[config.mk]
export PLATFORM = sky130hd
export DESIGN_NAME = mul_seq_flat
export DESIGN_NICKNAME = d
export VERILOG_FILES = /design/src/rtl/mul_seq_if.sv /design/src/rtl/mul_seq.sv /design/src/flat_wrapper.sv
export SDC_FILE = /design/constraint.sdc
export NUM_CORES = 1
export LEC_CHECK = 0
export BUFFER_PORTS_ARGS = -buffer_cell sky130_fd_sc_hd__buf_2
export CAP_MARGIN = 20
export CORE_ASPECT_RATIO = 1.2
export CORE_MARGIN = 8
export CORE_UTILIZATION = 40
export DETAILED_ROUTE_END_ITERATION = 8
export PLACE_DENSITY = 0.57
export SYNTH_ARGS = -nofsm -noshare
export SYNTH_HDL_FRONTEND = slang
export SYNTH_SLANG_ARGS = --single-unit
[constraint.sdc]
create_clock -name clk -period 2.88 [get_ports clk]
set_input_delay 0.432 -clock clk [delete_from_list [all_inputs] [get_ports clk]]
set_output_delay 0.432 -clock clk [all_outputs]
set_load 0.1 [all_outputs]
[src/rtl/mul_seq_if.sv]
// Handshake/operand bundle for the sequential shift-add multiplier.
interface mul_seq_if #(
  parameter int width = 6
);
  logic                   start;
  logic                   sign;
  logic [width-1:0]       multiplicand;
  logic [width-1:0]       multiplier;
  logic [2*width-1:0]     product;
  logic                   ready;
  logic                   done;

  modport master (output start, sign, multiplicand, multiplier,
                  input  product, ready, done);
  modport slave  (input  start, sign, multiplicand, multiplier,
                  output product, ready, done);
endinterface

[src/rtl/mul_seq.sv]
// Sequential signed/unsigned multiplier: one shift-add step per cycle on
// operand magnitudes, sign applied once when the result is registered.
module mul_seq #(
  parameter int width = 6
) (
  input  logic        clk,
  input  logic        rst,
  mul_seq_if.slave    bus
);
  localparam int CW = $clog2(width + 1);

  typedef enum logic {IDLE, RUN} state_t;
  state_t state, state_next;

  logic [width-1:0]   a_mag, b_mag, a_in_mag, b_in_mag;
  logic [2*width:0]   acc, acc_step;
  logic [CW-1:0]      cnt;
  logic               neg, done_r, accept, last;
  logic [2*width-1:0] product_r, result;

  // Magnitudes are width-bit unsigned, so -2^(width-1) maps to 2^(width-1).
  always_comb begin
    a_in_mag = (bus.sign && bus.multiplicand[width-1]) ? -bus.multiplicand : bus.multiplicand;
    b_in_mag = (bus.sign && bus.multiplier[width-1])   ? -bus.multiplier   : bus.multiplier;
  end

  always_comb begin
    acc_step = (acc + (b_mag[0] ? {1'b0, a_mag, {width{1'b0}}} : '0)) >> 1;
    result   = neg ? -acc_step[2*width-1:0] : acc_step[2*width-1:0];
  end

  always_comb begin
    state_next = state;
    accept     = 1'b0;
    last       = 1'b0;
    case (state)
      IDLE: if (bus.start) begin
        accept     = 1'b1;
        state_next = RUN;
      end
      RUN: if (cnt == CW'(1)) begin
        last       = 1'b1;
        state_next = IDLE;
      end
      default: state_next = IDLE;
    endcase
  end

  always_ff @(posedge clk) begin
    if (rst) begin
      state     <= IDLE;
      a_mag     <= '0;
      b_mag     <= '0;
      acc       <= '0;
      cnt       <= '0;
      neg       <= 1'b0;
      product_r <= '0;
      done_r    <= 1'b0;
    end else begin
      state  <= state_next;
      done_r <= last;
      if (accept) begin
        a_mag <= a_in_mag;
        b_mag <= b_in_mag;
        neg   <= bus.sign & (bus.multiplicand[width-1] ^ bus.multiplier[width-1]);
        acc   <= '0;
        cnt   <= CW'(width);
      end else if (state == RUN) begin
        acc   <= acc_step;
        b_mag <= b_mag >> 1;
        cnt   <= cnt - CW'(1);
        if (last) product_r <= result;
      end
    end
  end

  assign bus.product = product_r;
  assign bus.ready   = (state == IDLE);
  assign bus.done    = done_r;
endmodule

[src/flat_wrapper.sv]
// flat-port wrapper written by rule: the top's interface ports become plain ports
module mul_seq_flat 
#(
  parameter int width = 6
)
  (clk, rst, bus_start, bus_sign, bus_multiplicand, bus_multiplier, bus_product, bus_ready, bus_done);
  mul_seq_if #(.width(width)) bus_i ();
  input  logic clk;
  input  logic rst;
  input wire logic [$bits(bus_i.start)-1:0] bus_start;
  input wire logic [$bits(bus_i.sign)-1:0] bus_sign;
  input wire logic [$bits(bus_i.multiplicand)-1:0] bus_multiplicand;
  input wire logic [$bits(bus_i.multiplier)-1:0] bus_multiplier;
  output wire logic [$bits(bus_i.product)-1:0] bus_product;
  output wire logic [$bits(bus_i.ready)-1:0] bus_ready;
  output wire logic [$bits(bus_i.done)-1:0] bus_done;
  assign bus_i.start = bus_start;
  assign bus_i.sign = bus_sign;
  assign bus_i.multiplicand = bus_multiplicand;
  assign bus_i.multiplier = bus_multiplier;
  assign bus_product = bus_i.product;
  assign bus_ready = bus_i.ready;
  assign bus_done = bus_i.done;
  mul_seq #(.width(width)) u_core (.clk(clk), .rst(rst), .bus(bus_i));
endmodule
[Word level (Yosys, flattened, before mapping)]
Cells that the tools add are included.
Word-level totals
  output and inout port bits: 14
  register bits: 42
  input bits: 16
  logic and storage cells: 38
Cells by class
  $add $sub $neg: 5
  reduce and logical (&&, ||, !) cells: 5
  bitwise logic cells: 4
  equal/unequal tests: 1
  muxes and demuxes: 14
Operators by type and width (count)
  2-to-1 mux 12 bit: 2
  2-to-1 mux 6 bit: 4
  adder 12 x 13 -> 13 bit: 1
  negation 12 bit: 1
  negation 6 bit: 2
  2-to-1 mux 3 bit: 2
  2-to-1 mux 1 bit: 5
  == test 3 x 1 -> 1 bit (second input constant): 1
  AND reduction 3 bit: 1
  subtractor 3 x 1 -> 3 bit (second input constant): 1
  logical AND 1 bit: 2
  NOT 1 bit: 2
  one-hot mux 1 bit (2 select lines): 1
  nonzero test 2 bit: 1
  OR reduction 2 bit: 1
  bitwise AND 1 bit: 1
  XOR 1 bit: 1

[Logic depth before layout (Yosys ltp)]
  word-level depth: 4
  gate-level depth with buffers: 9
  depth with buffers taken out: 9

[Worst setup path before layout]
No wires, ideal clock.
  kind: reg2reg
  start: reg u_core.b_mag[0]
  end: reg u_core.product_r[11] (netlist: u_core.bus.product[11])
  arrival: 2.406 ns
  required time: 2.814 ns
  setup time: 0.066 ns
  cell stages (with the launch flop): 9
  period minus slack after synthesis: 2.473 ns
  buffers on the path: 0
  slack: 0.407 ns
  cells stage by stage: dfxtp_1 > and2_1 > ha_1 > fa_1 > xnor2_1 > nand4_4 > a221o_1 > or4_1 > nand3_1
Between the ends
  longest elaborated chain between the ends: 4
RTL lines
  from (decl): line mul_seq.sv:15  | logic [width-1:0] a_mag, b_mag, a_in_mag, b_in_mag;
  from (signal assigned): line mul_seq.sv:64  | b_mag <= b_in_mag;
  from (signal assigned): line mul_seq.sv:70  | b_mag <= b_mag >> 1;
  2-to-1 mux 12 bit *: line mul_seq.sv:28  | acc_step = (acc + (b_mag[0] ? {1'b0, a_mag, {width{1'b0}}} : '0)) >> 1;
  adder 12 x 13 -> 13 bit *: line mul_seq.sv:28
  negation 12 bit: line mul_seq.sv:29  | result = neg ? -acc_step[2*width-1:0] : acc_step[2*width-1:0];
  2-to-1 mux 12 bit *: line mul_seq.sv:29
  to (signal assigned): line mul_seq.sv:72  | if (last) product_r <= result;
  to (decl): line mul_seq.sv:19  | logic [2*width-1:0] product_r, result;
Every way passes the cells marked *; elsewhere a longest branch is shown, timed or not.
A chain may end at the register's enable or synchronous reset.

[Final worst setup path]
Same ends and word-level chain as after synthesis.

==> metrics.md <==
| Metric | Value |
|---|---|
| Worst Hold Class | input pin to register |
| Reg2reg start | u_core.b_mag[0]$_SDFFE_PP0P_ |
| Slew headroom | approximately 67% |
| Die ar. | roughly 8300 um^2 |
| Storage cell area | between 800 and 900 um^2 |
| Post-CTS Resized | 0 |
| RD Place Congestion | between 0.8 and 0.9 |
| Critical-path top delay cell | or4_1 |
| Final Max Tran Viols | 0 |
| Top Ports | 30 |
| Crit-path max FO | 7 |
| Initial Util | about two fifths |
| RSZ-0062 raised after global routing | no |
| N_diodes | 0 |
| FMAX | 389 MHz |
| Area growth syn-to-layout | 12.9% |
| # rows | 30 |
| Synth cell types | 46 |
| Total clock sinks | between 40 and 50 |
| # setup viols final | 0 |
| Avg WL per Cell | around 13 um |
| Final min period | between 2 and 3 ns |
| Maxcap violations | 0 |
| Reg-to-reg endpoint | u_core.bus.product[11]$_SDFFE_PP0P_ |
| Antenna violations before repair | 0 |
| Crit path from | u_core.b_mag[0]$_SDFFE_PP0P_ |
| Gr ovfl total | 0 |
| Register area share after synthesis | between 30% and 40% |
| Dpl ws | 0.322 ns |
| Top cells by area, synth | dfxtp_1 (36%), ha_1 (6.1%), nor2_1 (5.8%) |
| WHS Path Cells | 3 |
| GRT Overall Usage | 11.8% |
| Async set-reset flop share out of synthesis | 0% |
| Chip height | 98.2 um |
| First drt pass iteration count | 4 |
| Postcts setup bufs | 0 |
| Die width | roughly 85 um |
| Syn nets | 299 |
| WP data arrival | around 2.8 ns |
| DR vias/cell | approximately 5.1 |
| 1st-iter DRT viols | between 100 and 150 |
| Critical path class | register to register |
| Post-synthesis cell area | 2250 um^2 |
| Clk root buf | clkbuf_8 |
| Drt total wl | 4710 um |
| Critical Path Sink | u_core.bus.product[11]$_SDFFE_PP0P_ |
| Syn Area/Cell | 8.32 um^2 |
| Largest net degree at the start of global routing | 33 |
| # hold bufs at CTS | 0 |
| Final Power | ~1200 uW |
| Vias | roughly 1900 |
| Hpwl dp | roughly 3600 um |
| Number of synthesized flops with an enable pin | 0 |
| Nets | 326 |
| Setup tns final | 0 ns |
| Clock transition at path regs | approximately 0.090 ns |
| P per Cell Area | between 400 and 500 nW/um^2 |
| Startpoint types | register |
| Final worst slack | between 0.3 and 0.4 ns |
| Ys Warns | 0 |
| Status | finished clean |
| Worst path max stage delay | 0.47 ns |
| Synth Instances | 271 |
| Tightest Pin Transition | 0.490 ns |
| WP data required | ~3.1 ns |
| Clk buf depth | 2 |
| Cell chain of the critical path | and2_1 -> ha_1 -> fa_1 -> a211o_1 -> a21o_1 -> a221o_1 -> or4_1 -> nand3_1 |
| Reg2Reg Setup Slack | 0.31 ns |
| CTS tree | done |
| Total CTS buffers | 5 |
| R2R depth | 8 |
| Clock Skew | around 0.0086 ns |
| Layout cells sized above 1 | approximately 16% |
| Std-Cell Core Area | approximately 5600 um^2 |
| Share of the clock period used by the worst path | between 80 and 90% |
| Port Buffers | 29 |
| Commonest cells post-synth | dfxtp_1 (41), nor2_1 (35), nand2_1 (30) |
| Worst-skew pair later-pin latency | between 0.2 and 0.3 ns |
| Vias in the first global route | roughly 1800 |
| P_leak | 0.00110 uW |
| Most common cell in the netlist | dfxtp_1 |
| H-Tree Level Count | 2 |
| Synthesized flop and latch total | ~40 |
| Final hold vios | 0 |
| Crit path capture type | register |
| Cell taking the most area after synthesis | dfxtp_1 |
| Top cell type's share of synthesized area | 36.4% |
| Antenna-violating nets left | 0 |
| # DRC | 0 |
| Max VDD drop | between 0.15 and 0.2 mV |
| Prevailing post-synth register cell | dfxtp_1 |
| Multi-input gate area | between 1000 and 1500 um^2 |
| Fill cells | about 570 |
| First-pass GRT wire length | 8100 um |
where the power goes:
part | internal, uW | total, uW | switching (uW)
combinational | 70.5 | 173 | 102
sequential | 587 | 603 | 15.8
clock | 167 | 374 | 207
registers in the layout, indices dropped and copies added (netlist names):
signal and cells:
u_core.neg 1, u_core.cnt 3, u_core.a_mag 6, u_core.acc 11, u_core.b_mag 6, u_core.bus.product 12
u_core.bus.done 1, u_core.state 1
cell families (layout without fill, tap and decap cells):
group                      Yosys count  count (layout)  synth area share [%]
xor gates and xnor gates            13              13                  5.05
DFF                                 41              41                  36.4
muxes                               12              12                  5.33
adders and majority gates           12              12                  7.00
buffers and inverters               23              51                  3.89
AOI/OAI and AO/OA                   63              63                  18.9
and+or+nand+nor                    107             107                  23.4
worst min path at each step:
| stage | startpoint | endpoint | slack, ns |
|---|---|---|---|
| after floorplan | u_core.a_mag[0]$_SDFFE_PP0P_ | u_core.a_mag[0]$_SDFFE_PP0P_ | 0.43 |
| after global placement | u_core.bus.product[4]$_SDFFE_PP0P_ | u_core.bus.product[4]$_SDFFE_PP0P_ | 0.43 |
| after detailed placement | u_core.bus.product[3]$_SDFFE_PP0P_ | u_core.bus.product[3]$_SDFFE_PP0P_ | 0.44 |
| after CTS | bus_multiplicand[0] | u_core.a_mag[0]$_SDFFE_PP0P_ | 0.40 |
| after global routing | bus_multiplicand[0] | u_core.a_mag[0]$_SDFFE_PP0P_ | 0.42 |
| final | bus_multiplicand[0] | u_core.a_mag[0]$_SDFFE_PP0P_ | 0.42 |
through the flow:
step           hold WS [ns]  utilization [%]  cells  cell area [um^2]
6_report              0.416             45.8    363              2540
5_1_grt               0.423             45.8    363              2540
4_1_cts               0.403             45.8    363              2540
3_5_place_dp          0.436             44.3    355              2460
3_3_place_gp          0.430             44.3    355              2460
2_1_floorplan         0.432                -    271              2250
metal layers:
metal	up-vias	global-route usage [%]	routed length, um
li1	1005	-	-
met1	814	13.8	2330
met2	35	19.8	2140
met3	5	2.35	152
met4	0	6.18	87
met5	-	0	0
cell type report:
class / count / area share (%)
inverter: 10 / 1.47
clock buffer: 5 / 2.70
multi-input combinational: 207 / 52.9
sequential: 41 / 32.3
timing repair buffer: 33 / 6.88
tap: 64 / 3.15
clock inverter: 3 / 0.688
placed cells by master (no fill, tap or decap), types with 4 or more instances in the layout:
cell	Yosys	layout
a311oi_1	5	5
o21ai_0	15	15
nor3_1	6	6
nand2_1	30	30
mux2i_1	12	12
and2_1	7	7
buf_2	1	29
buf_4	0	4
inv_1	10	10
xnor2_1	9	9
dfxtp_1	41	41
or3_1	5	5
nand3_1	7	7
nor2b_1	5	5
a211oi_1	7	7
clkbuf_8	0	5
xor2_1	4	4
ha_1	11	11
nor2_1	35	35
a21oi_1	12	12
worst max-delay path, delay by kind of cell (launching register included):
| kind | cells | cell delay [ns] |
|---|---|---|
| AOI/OAI and AO/OA | 3 | 0.82 |
| and+or+nand+nor | 3 | 0.73 |
| adders and majority gates | 2 | 0.62 |
| DFF | 1 | 0.35 |
(Power assumes the default switching activity.)
